[src/rtl/y86_pkg.sv]
// y86_pkg: shared definitions for the Y86 data-memory controller.
//   - icode constants for the memory-stage instructions
//   - state_t : sequencing FSM states (IDLE, ISSUE, WAIT, RESP)
//   - req_t   : requester identity used by the round-robin arbiter
package y86_pkg;

  localparam logic [3:0] I_RMMOVQ = 4'd4;
  localparam logic [3:0] I_MRMOVQ = 4'd5;
  localparam logic [3:0] I_CALL   = 4'd8;
  localparam logic [3:0] I_RET    = 4'd9;
  localparam logic [3:0] I_PUSHQ  = 4'd10;
  localparam logic [3:0] I_POPQ   = 4'd11;

  typedef enum logic [1:0] {S_IDLE, S_ISSUE, S_WAIT, S_RESP} state_t;

  typedef enum logic {REQ_CPU, REQ_LD} req_t;

endpackage

[src/rtl/dmem_ctrl_if.sv]
// dmem_ctrl_if: bus between the controller and the single-port data memory.
//   mem_req   one-cycle access strobe
//   mem_we    write enable, qualified by mem_req
//   mem_addr  word address (AW bits)
//   mem_wdata write data
//   mem_rdata read data, valid a fixed latency after mem_req
// Modports: master = controller side, slave = memory side.
interface dmem_ctrl_if #(
  parameter int AW = 10
);
  logic          mem_req;
  logic          mem_we;
  logic [AW-1:0] mem_addr;
  logic [63:0]   mem_wdata;
  logic [63:0]   mem_rdata;

  modport master (output mem_req, mem_we, mem_addr, mem_wdata, input mem_rdata);
  modport slave  (input mem_req, mem_we, mem_addr, mem_wdata, output mem_rdata);
endinterface

[src/rtl/dmem_ctrl_decode.sv]
// dmem_decode: combinational decode of the M-stage icode.
//   icode, val_a, val_e, val_p in
//   is_access : icode touches memory
//   is_write  : access is a store
//   addr      : low AW bits of the selected (ValA or ValE) address
//   wdata     : store data (ValA or ValP), zero for loads
//   addr_err  : selected address is negative or >= DEPTH
module dmem_decode
  import y86_pkg::*;
#(
  parameter int DEPTH = 1024,
  parameter int AW    = 10
) (
  input  logic [3:0]    icode,
  input  logic [63:0]   val_a,
  input  logic [63:0]   val_e,
  input  logic [63:0]   val_p,
  output logic          is_access,
  output logic          is_write,
  output logic [AW-1:0] addr,
  output logic [63:0]   wdata,
  output logic          addr_err
);

  logic [63:0] sel_addr;

  // NOTE: every output of a combinational block gets a default first, so no
  // path through the case leaves a value unassigned and infers a latch.
  always_comb begin
    is_access = 1'b1;
    is_write  = 1'b0;
    sel_addr  = val_e;
    wdata     = '0;
    case (icode)
      I_RMMOVQ: begin is_write = 1'b1; wdata = val_a; end
      I_MRMOVQ: begin end
      I_CALL:   begin is_write = 1'b1; wdata = val_p; end
      I_RET:    sel_addr = val_a;
      I_PUSHQ:  begin is_write = 1'b1; wdata = val_a; end
      I_POPQ:   sel_addr = val_a;
      default:  is_access = 1'b0;
    endcase
  end

  assign addr = sel_addr[AW-1:0];
  // Address is signed: the sign bit alone flags negatives, the unsigned
  // compare catches the positive overflow.
  assign addr_err = is_access && (sel_addr[63] || (sel_addr >= 64'(DEPTH)));

endmodule

[src/rtl/dmem_ctrl.sv]
// dmem_ctrl: sequencing controller for the single-port DEPTHx64 data memory.
// Arbitrates round-robin between the CPU M stage and a loader port, runs
// each access through IDLE -> ISSUE -> WAIT -> RESP, bounds-checks CPU
// addresses and stalls the CPU until its access completes.
// Ports:
//   clk, rst            clock, synchronous active-high reset
//   m_*                 CPU M-stage request / m_stall, m_done, m_valM, dmem_err
//   ld_*                loader request (held until ld_done) / ld_done, ld_rdata
//   mem                 dmem_ctrl_if.master toward the memory
// Optional: define DMEM_PERF_EN to add perf_acc (completed valid CPU
// accesses) and perf_stall (stalled cycles), both saturating 32-bit.
module dmem_ctrl
  import y86_pkg::*;
#(
  parameter int DEPTH   = 1024,
  parameter int AW      = 10,
  parameter int MEM_LAT = 2
) (
  input  logic          clk,
  input  logic          rst,
  input  logic          m_valid,
  input  logic [3:0]    m_icode,
  input  logic [63:0]   m_valA,
  input  logic [63:0]   m_valE,
  input  logic [63:0]   m_valP,
  output logic          m_stall,
  output logic          m_done,
  output logic [63:0]   m_valM,
  output logic          dmem_err,
  input  logic          ld_req,
  input  logic          ld_we,
  input  logic [AW-1:0] ld_addr,
  input  logic [63:0]   ld_wdata,
  output logic          ld_done,
  output logic [63:0]   ld_rdata,
  dmem_ctrl_if.master   mem
`ifdef DMEM_PERF_EN
  ,
  output logic [31:0]   perf_acc,
  output logic [31:0]   perf_stall
`endif
);

  localparam int CW = $clog2(MEM_LAT + 1);

  logic          dec_is_access, dec_is_write, dec_addr_err;
  logic [AW-1:0] dec_addr;
  logic [63:0]   dec_wdata;

  dmem_decode #(.DEPTH(DEPTH), .AW(AW)) u_decode (
    .icode    (m_icode),
    .val_a    (m_valA),
    .val_e    (m_valE),
    .val_p    (m_valP),
    .is_access(dec_is_access),
    .is_write (dec_is_write),
    .addr     (dec_addr),
    .wdata    (dec_wdata),
    .addr_err (dec_addr_err)
  );

  logic cpu_req, grant_cpu;
  assign cpu_req = m_valid && dec_is_access;

  state_t        state_q, state_d;
  req_t          owner_q, owner_d, last_grant_q, last_grant_d;
  logic          err_q, err_d;
  logic [CW-1:0] cnt_q, cnt_d;
  logic          mem_req_q, mem_req_d, mem_we_q, mem_we_d;
  logic [AW-1:0] mem_addr_q, mem_addr_d;
  logic [63:0]   mem_wdata_q, mem_wdata_d;
  logic          m_done_q, m_done_d, ld_done_q, ld_done_d;
  logic          dmem_err_q, dmem_err_d;
  logic [63:0]   m_valM_q, m_valM_d, ld_rdata_q, ld_rdata_d;

  always_comb begin
    state_d      = state_q;
    owner_d      = owner_q;
    last_grant_d = last_grant_q;
    err_d        = err_q;
    cnt_d        = cnt_q;
    mem_we_d     = mem_we_q;
    mem_addr_d   = mem_addr_q;
    mem_wdata_d  = mem_wdata_q;
    m_valM_d     = m_valM_q;
    ld_rdata_d   = ld_rdata_q;
    grant_cpu    = 1'b0;
    // Strobes and completion pulses last exactly one cycle.
    mem_req_d    = 1'b0;
    m_done_d     = 1'b0;
    ld_done_d    = 1'b0;
    dmem_err_d   = 1'b0;

    case (state_q)
      S_IDLE: begin
        if (cpu_req || ld_req) begin
          // On a tie the requester that did not win last time goes first.
          grant_cpu = cpu_req && (!ld_req || (last_grant_q == REQ_LD));
          owner_d   = grant_cpu ? REQ_CPU : REQ_LD;
          if (grant_cpu) begin
            mem_we_d    = dec_is_write;
            mem_addr_d  = dec_addr;
            mem_wdata_d = dec_wdata;
            err_d       = dec_addr_err;
          end else begin
            mem_we_d    = ld_we;
            mem_addr_d  = ld_addr;
            mem_wdata_d = ld_wdata;
            err_d       = 1'b0;
          end
          // Registered strobe: high during ISSUE, never for a bad address.
          mem_req_d = !err_d;
          state_d   = S_ISSUE;
        end
      end
      S_ISSUE: begin
        if (err_q) begin
          // Only CPU accesses can fail the bounds check.
          m_done_d   = 1'b1;
          dmem_err_d = 1'b1;
          m_valM_d   = '0;
          state_d    = S_RESP;
        end else begin
          cnt_d   = CW'(MEM_LAT - 1);
          state_d = S_WAIT;
        end
      end
      S_WAIT: begin
        if (cnt_q == '0) begin
          if (owner_q == REQ_CPU) begin
            m_done_d = 1'b1;
            if (!mem_we_q) m_valM_d = mem.mem_rdata;
          end else begin
            ld_done_d = 1'b1;
            if (!mem_we_q) ld_rdata_d = mem.mem_rdata;
          end
          state_d = S_RESP;
        end else begin
          cnt_d = cnt_q - CW'(1);
        end
      end
      S_RESP: begin
        last_grant_d = owner_q;
        state_d      = S_IDLE;
      end
      default: state_d = S_IDLE;
    endcase
  end

  // NOTE: sequential state uses non-blocking assignments only, so every flop
  // samples the pre-edge values regardless of statement order.
  always_ff @(posedge clk) begin
    if (rst) begin
      state_q      <= S_IDLE;
      owner_q      <= REQ_CPU;
      last_grant_q <= REQ_LD;
      err_q        <= 1'b0;
      cnt_q        <= '0;
      mem_req_q    <= 1'b0;
      mem_we_q     <= 1'b0;
      mem_addr_q   <= '0;
      mem_wdata_q  <= '0;
      m_done_q     <= 1'b0;
      ld_done_q    <= 1'b0;
      dmem_err_q   <= 1'b0;
      m_valM_q     <= '0;
      ld_rdata_q   <= '0;
    end else begin
      state_q      <= state_d;
      owner_q      <= owner_d;
      last_grant_q <= last_grant_d;
      err_q        <= err_d;
      cnt_q        <= cnt_d;
      mem_req_q    <= mem_req_d;
      mem_we_q     <= mem_we_d;
      mem_addr_q   <= mem_addr_d;
      mem_wdata_q  <= mem_wdata_d;
      m_done_q     <= m_done_d;
      ld_done_q    <= ld_done_d;
      dmem_err_q   <= dmem_err_d;
      m_valM_q     <= m_valM_d;
      ld_rdata_q   <= ld_rdata_d;
    end
  end

  // A valid instruction that does not touch memory completes immediately.
  assign m_done   = m_done_q || (m_valid && !dec_is_access);
  assign m_stall  = cpu_req && !m_done;
  assign m_valM   = m_valM_q;
  assign dmem_err = dmem_err_q;
  assign ld_done  = ld_done_q;
  assign ld_rdata = ld_rdata_q;

  assign mem.mem_req   = mem_req_q;
  assign mem.mem_we    = mem_we_q;
  assign mem.mem_addr  = mem_addr_q;
  assign mem.mem_wdata = mem_wdata_q;

`ifdef DMEM_PERF_EN
  logic [31:0] perf_acc_q, perf_acc_d, perf_stall_q, perf_stall_d;

  always_comb begin
    perf_acc_d   = perf_acc_q;
    perf_stall_d = perf_stall_q;
    if (m_done_q && !dmem_err_q && (perf_acc_q != '1)) perf_acc_d = perf_acc_q + 32'd1;
    if (m_stall && (perf_stall_q != '1)) perf_stall_d = perf_stall_q + 32'd1;
  end

  always_ff @(posedge clk) begin
    if (rst) begin
      perf_acc_q   <= '0;
      perf_stall_q <= '0;
    end else begin
      perf_acc_q   <= perf_acc_d;
      perf_stall_q <= perf_stall_d;
    end
  end

  assign perf_acc   = perf_acc_q;
  assign perf_stall = perf_stall_q;
`endif

endmodule

[src/flat_wrapper.sv]
// flat-port wrapper written by rule: the top's interface ports become plain ports
module dmem_ctrl_flat import y86_pkg::*;
#(
  parameter int DEPTH   = 1024,
  parameter int AW      = 10,
  parameter int MEM_LAT = 2
)
  (clk, rst, m_valid, m_icode, m_valA, m_valE, m_valP, m_stall, m_done, m_valM, dmem_err, ld_req, ld_we, ld_addr, ld_wdata, ld_done, ld_rdata, mem_mem_req, mem_mem_we, mem_mem_addr, mem_mem_wdata, mem_mem_rdata);
  dmem_ctrl_if #(.AW(AW)) mem_i ();
  input  logic clk;
  input  logic rst;
  input  logic m_valid;
  input  logic [3:0] m_icode;
  input  logic [63:0] m_valA;
  input  logic [63:0] m_valE;
  input  logic [63:0] m_valP;
  output logic m_stall;
  output logic m_done;
  output logic [63:0] m_valM;
  output logic dmem_err;
  input  logic ld_req;
  input  logic ld_we;
  input  logic [AW-1:0] ld_addr;
  input  logic [63:0] ld_wdata;
  output logic ld_done;
  output logic [63:0] ld_rdata;
  output wire logic [$bits(mem_i.mem_req)-1:0] mem_mem_req;
  output wire logic [$bits(mem_i.mem_we)-1:0] mem_mem_we;
  output wire logic [$bits(mem_i.mem_addr)-1:0] mem_mem_addr;
  output wire logic [$bits(mem_i.mem_wdata)-1:0] mem_mem_wdata;
  input wire logic [$bits(mem_i.mem_rdata)-1:0] mem_mem_rdata;
  assign mem_mem_req = mem_i.mem_req;
  assign mem_mem_we = mem_i.mem_we;
  assign mem_mem_addr = mem_i.mem_addr;
  assign mem_mem_wdata = mem_i.mem_wdata;
  assign mem_i.mem_rdata = mem_mem_rdata;
  dmem_ctrl #(.DEPTH(DEPTH), .AW(AW), .MEM_LAT(MEM_LAT)) u_core (.clk(clk), .rst(rst), .m_valid(m_valid), .m_icode(m_icode), .m_valA(m_valA), .m_valE(m_valE), .m_valP(m_valP), .m_stall(m_stall), .m_done(m_done), .m_valM(m_valM), .dmem_err(dmem_err), .ld_req(ld_req), .ld_we(ld_we), .ld_addr(ld_addr), .ld_wdata(ld_wdata), .ld_done(ld_done), .ld_rdata(ld_rdata), .mem(mem_i));
endmodule
[config.mk]
export PLATFORM = sky130hd
export DESIGN_NAME = dmem_ctrl_flat
export DESIGN_NICKNAME = d
export VERILOG_FILES = /design/src/rtl/y86_pkg.sv /design/src/rtl/dmem_ctrl_if.sv /design/src/rtl/dmem_ctrl_decode.sv /design/src/rtl/dmem_ctrl.sv /design/src/flat_wrapper.sv
export SDC_FILE = /design/constraint.sdc
export NUM_CORES = 1
export LEC_CHECK = 0
export ABC_AREA = 1
export BUFFER_PORTS_ARGS = -buffer_cell sky130_fd_sc_hd__buf_2
export CORE_AREA = 2 2 213 215
export CTS_CLUSTER_SIZE = 25
export DETAILED_ROUTE_END_ITERATION = 6
export DIE_AREA = 0 0 215 217
export PLACE_DENSITY = 0.53
export RECOVER_POWER = 100
export SKIP_CTS_REPAIR_TIMING = 1
export SYNTH_ARGS = -nofsm -noshare
export SYNTH_HDL_FRONTEND = slang
export SYNTH_HIERARCHICAL = 1
export SYNTH_SLANG_ARGS = --single-unit
[constraint.sdc]
create_clock -name clk -period 2.2 [get_ports clk]
set_input_delay 0.44 -clock clk [delete_from_list [all_inputs] [get_ports clk]]
set_output_delay 0.44 -clock clk [all_outputs]
set_load 0.02 [all_outputs]
After elaboration in Yosys (flattened, before gate mapping)
Cells that the tools add are included.
{ "word_totals": {"ff_bits": 214, "output_inout_bits": 208, "elab_cells": 94} }
{ "classes": {"n_addsub": 1, "order_cmp": 1, "n_eq_ne": 16, "n_mux": 28, "bitwise": 6, "n_reduce_logical": 28} }
{ "ops": {"columns": ["op", "count"], "rows": [
  ["2-to-1 mux 64 bit", 6],
  ["one-hot mux 64 bit (2 select lines)", 2],
  [">= comparator 64 x 11 -> 1 bit, second input constant", 1],
  ["== test 4 bit, second input constant", 4],
  ["2-to-1 mux 1 bit", 12],
  ["2-to-1 mux 10 bit", 1],
  ["OR reduction 3 bit", 3],
  ["== test 4 x 3 -> 1 bit, second input constant", 2],
  ["2-to-1 mux 2 bit", 4],
  ["!= test 2 bit, second input constant", 4],
  ["one-hot mux 2 bit (4 select lines)", 1],
  ["!= test 2 x 1 -> 1 bit, second input constant", 3],
  ["NOT 1 bit", 6],
  ["OR reduction 2 bit", 3],
  ["OR reduction 6 bit", 1],
  ["logical AND 1 bit", 5],
  ["AND reduction 5 bit", 1],
  ["== test 2 bit, second input constant", 2],
  ["zero test 1 bit", 4],
  ["zero test 2 bit", 2],
  ["logical OR 1 bit", 4],
  ["one-hot mux 2 bit (2 select lines)", 1],
  ["AND reduction 2 bit", 2],
  ["AND reduction 4 bit", 1],
  ["other kinds (5)", 5]
]} }

Depth between registers and ports, before layout
{ "depth": {"depth_word": 10, "depth_mapped": 12, "ltp_nobuf": 11} }

Cells and area by module
The synthesis kept the hierarchy.
{ "by_module_without_submodules": {"columns": ["mod", "instances", "cells_each", "area_per_inst_um2", "seq_area_each_um2"], "rows": [
  ["dmem_ctrl", 1, 1552, 9873.2, 4284.1],
  ["dmem_decode", 1, 353, 1726.7, 0.0]
]} }

Least setup slack after synthesis
No wires, ideal clock.
{ "synth_path": {"kind": "input -> register", "startpoint": "input m_icode[1]", "endpoint": "register u_core.mem_addr_q[0], in the netlist u_core/mem.mem_addr[0]", "setup_time_ns": 0.117, "arrival_ns": 1.827, "t_required_ns": 2.083, "slack_ns": 0.256, "stages": 9, "n_path_buf": 2, "cell_sequence": "or3_4 -> nand2_1 -> nand2_2 -> a21boi_4 -> buf_4 -> clkbuf_1 -> o21ai_0 -> nor2_1 -> nor2_1"} }
{ "synth_between": {"elab_chain_len": 6, "elab_cells_between_ends": 15, "cone_classes": "eq/ne: 6; mux: 3; reduce/logical: 6"} }
{ "synth_lines": {"columns": ["item", "line_no", "text"], "rows": [
  ["start: declaration", "flat_wrapper.sv:13", "input logic [3:0] m_icode;"],
  ["== test 4 bit / == test 4 x 3 -> 1 bit (equally long branches)", "dmem_ctrl_decode.sv:34", "case (icode)"],
  ["OR reduction 6 bit (no line) (*)", null, null],
  ["2-to-1 mux 1 bit (*)", "dmem_ctrl_decode.sv:34", null],
  ["named net u_core.dec_is_access", "dmem_ctrl.sv:46", "logic dec_is_access, dec_is_write, dec_addr_err;"],
  ["logical AND 1 bit (*)", "dmem_ctrl.sv:63", "assign cpu_req = m_valid && dec_is_access;"],
  ["logical AND 1 bit / logical OR 1 bit (equally long branches)", "dmem_ctrl.sv:98, dmem_ctrl.sv:96", null],
  ["2-to-1 mux 10 bit / AND reduction 2 bit (equally long branches)", null, null],
  ["end signal: assignment", "dmem_ctrl.sv:176", "mem_addr_q <= mem_addr_d;"],
  ["end: declaration", "dmem_ctrl.sv:70", "logic [AW-1:0] mem_addr_q, mem_addr_d;"]
]} }
Mark *: on every way through the listed nets, which the timed path passes. The rest lies on a longest branch.
A chain may end at the register's enable or synchronous reset.

Final worst setup path
{ "layout_path": {"startpoint": "input m_icode[2]", "endpoint": "output m_done"} }
{ "layout_between": {"elab_chain_len": 6, "elab_cells_between_ends": 11, "cone_classes": "eq/ne: 6; mux: 1; reduce/logical: 4"} }
{ "layout_lines": {"columns": ["item", "line_no", "text"], "rows": [
  ["== test 4 bit / == test 4 x 3 -> 1 bit (equally long branches)", "dmem_ctrl_decode.sv:34", null],
  ["OR reduction 6 bit (no line) (*)", null, null],
  ["2-to-1 mux 1 bit (*)", "dmem_ctrl_decode.sv:34", null],
  ["named net u_core.dec_is_access", "dmem_ctrl.sv:46", null],
  ["zero test 1 bit (*)", "dmem_ctrl.sv:187", "assign m_done = m_done_q || (m_valid && !dec_is_access);"],
  ["logical AND 1 bit (*)", "dmem_ctrl.sv:187", null],
  ["logical OR 1 bit (*)", "dmem_ctrl.sv:187", null],
  ["end: declaration", "flat_wrapper.sv:18", "output logic m_done;"]
]} }
Marks and branches as above.

==> run_results.csv <==
group,metric,value,unit
status,outcome,"finished, final reports clean",
detailed_routing,drtAntennaViolNets,0,
run,maxCapViolations,0,
layout,final_util,0.351,
die,ioPinCount,547,
synth,synthCells,1905,
grt,first_global_vias,12900,
placed_design,dp_slack,0.0420,ns
clocking,clk_pin_slew,0.06,ns
detailed_routing,drtPass1Iterations,7,
critical_path,crit_path_max_fanout,3,
critical_path,cp-start-kind,"input port",
critical_path,endpoint_kind,"output pin",
synth,ys_warn_count,6,
synth,synth-seq-cells,214,
sta,max_slew_margin,0.467,
pwr,powerDensity,1020,nW/um^2
grt,grt_pass1_wl,75.8,mm
grt,antenna_found_initial,11,
synth,mappedNetlistArea,11600,sq um
layout,fillers,5134,
synth,ys_seq_area_frac,0.369,
critical_path,cp.arrival,1.63,ns
layout,multi_input_area,5530,sq um
sta,hold_violations,0,
detailed_routing,avgRoutedWirePerCell,17.0,um
synth,yosysMostFrequentCell,"nor2_1",
sta,rsz0062_at_grt,"no",
sta,fmax,484,MHz
critical_path,cp_cell_sequence,"buf_2, inv_1, or3_4, nand2_1, buf_4, o21bai_1, clkbuf_1",
grt,grt_overflow,0,
clocking,cts_tree,"yes",
clocking,cts_made_buffers,26,
die,die_w,215,um
sta,period_share,0.939,
grt,grt_max_degree,65,
sta,fin_crit,2.07,ns
detailed_routing,via_count,13800,
pwr,peakVddDrop,0.489,mV
placed_design,place_congestion,1.02,
critical_path,critPathKind,"in -> out",
die,die_area,46700,sq um
synth,netlist_top_cells_count,"479 x nor2_1, 338 x inv_1, 298 x nand2_1",
synth,synth.distinct_cells,27,
clocking,cts.sinks,214,
synth,synth_area_per_cell,6.09,sq um
sta,final.setup.tns,0,ns
critical_path,slowest_delay,0.28,ns
pwr,power,16.0,mW
synth,ys.flop_type,"dfxtp_1",
critical_path,cp_top_family,"buffers and inverters",
sta,finClkSkew,0.00597,ns
clocking,htree_levels,1,
pwr,power.leakage,7.48,nW
synth,synth-async-reset-ratio,0,
die,rows,78,
synth,syn_nets,2251,
detailed_routing,wl,51.6,mm
detailed_routing,drt_iter0_markers,897,
sta,worst_slew_pin_slew,0.800,ns
layout,area_growth,35.4,%
synth,synth_area_leaders,"dfxtp_1 37%, nor2_1 15%, inv_1 11%",
placed_design,hpwl,40.5,mm
sta,slew_violations,0,
clocking,cts_max_path_buffers,3,
critical_path,cp_num_buf_inv,4,
synth,synth_largest_area_cell,"dfxtp_1",
grt,grt.total_usage,0.209,
die,core,44700,sq um
sta,setup_slack,0.135,ns
synth,yosys.area.top_type_share,0.369,
layout,drive_above_1_share,0.198,
layout,final_nets,2751,
placed_design,portBuffers,546,
synth,synth_edf_count,0,
detailed_routing,post-route-drc-count,0,
critical_path,required,1.76,ns
hold_path,hold_path.class,"in -> reg",
layout,final_cell_count_no_fill,3030,
die,dieHeight,217,um
placed_design,dp_cells,2977,
sta,finalSetupViolations,0,
layout,register_area,4280,sq um
die,initial_core_util,0.260,
clocking,cts-root-buf,"clkbuf_16",
detailed_routing,viasPerCell,4.54,
clocking,clkLatencyLatePin,0.54,ns
critical_path,cp_slowest_cell,"clkbuf_1",
[stage by stage]
step                hold slack [ns]  instance area, sq um
finish                        0.170                 15700
global route                  0.163                 15700
CTS                           0.141                 16000
detailed placement            0.426                 15100
global placement              0.412                 15100
floorplan                     0.403                 11600
[flip-flops by register name, indices dropped and copies added, names as in the netlist]
signal and count:
u_core/mem.mem_wdata 64, u_core/mem.mem_req 1, u_core/m_done_q 1, u_core/last_grant_q 1, u_core/state_q 2, u_core/cnt_q 2
u_core/err_q 1, u_core/ld_rdata 64, u_core/dmem_err 1, u_core/ld_done 1, u_core/mem.mem_we 1, u_core/mem.mem_addr 10
u_core/m_valM 64, u_core/owner_q 1
[cell usage in the layout, fill, tap and decap left out, types with 3 or more instances in the layout]
cell type	Yosys	layout
a21oi_1	9	9
buf_12	0	13
buf_2	18	338
buf_4	5	26
clkbuf_1	86	217
clkbuf_16	0	27
clkbuf_2	0	7
clkbuf_8	0	6
dfxtp_1	214	214
diode_2	0	7
ha_1	7	6
inv_1	338	337
inv_2	2	3
nand2_1	298	295
nand2_2	1	4
nand3_1	97	97
nand4_1	66	66
nor2_1	479	479
o21ai_0	202	214
o21ai_1	18	6
o21ai_2	41	40
[final timing paths]
check / start / slack [ns] / depth (start not counted) / to
min reg2reg: u_core/cnt_q[0]$_SDFFE_PP0P_ / 0.43 / 1 / u_core/cnt_q[0]$_SDFFE_PP0P_
max reg2reg: u_core/state_q[0]$_SDFFE_PP0P_ / 0.15 / 7 / u_core/m_valM[58]$_SDFFE_PP0P_
min: mem_mem_rdata[16] / 0.17 / 3 / u_core/ld_rdata[16]$_SDFFE_PP0P_
max: m_icode[2] / 0.13 / 7 / m_done
[final cells by class]
class                   count  share of cell area
flip-flops and latches    214               0.273
multi-input cells        1228               0.352
inverters                 341              0.0818
diodes                      7             0.00112
clock buffers              41              0.0502
clock inverters             5             0.00494
repair buffers            594               0.189
well taps                 600              0.0478
[worst min-delay path: cells and delay by family]
family                 cells  cell delay, ns
buffers and inverters      1            0.09
AO/OA/AOI/OAI              1            0.07
AND/OR/NAND/NOR            1            0.07
[where the power goes]
group	leakage, nW	total, mW	internal (mW)	switching, mW
clock network	0.422	4.41	2.67	1.74
registers	1.75	5.27	4.76	0.516
logic	5.31	6.32	1.98	4.34
[layer usage]
layer | up-vias | routed length (um) | track usage
met4 | 0 | 1920 | 0.0818
met1 | 6293 | 20900 | 0.249
met2 | 552 | 25500 | 0.377
met5 | - | 0 | 0
met3 | 85 | 3350 | 0.0316
li1 | 6839 | - | -
[logic make-up (layout without fill, tap and decap cells)]
| logic type | after synthesis | count (layout) | synth area share |
|---|---|---|---|
| compound gates | 272 | 272 | 0.132 |
| other cells | 0 | 7 | 0 |
| fa+ha+maj | 7 | 7 | 0.00755 |
| simple gates | 949 | 949 | 0.335 |
| flops | 214 | 214 | 0.369 |
| buf+inv | 463 | 981 | 0.156 |
No activity file was read; power rests on OpenSTA's default activity.
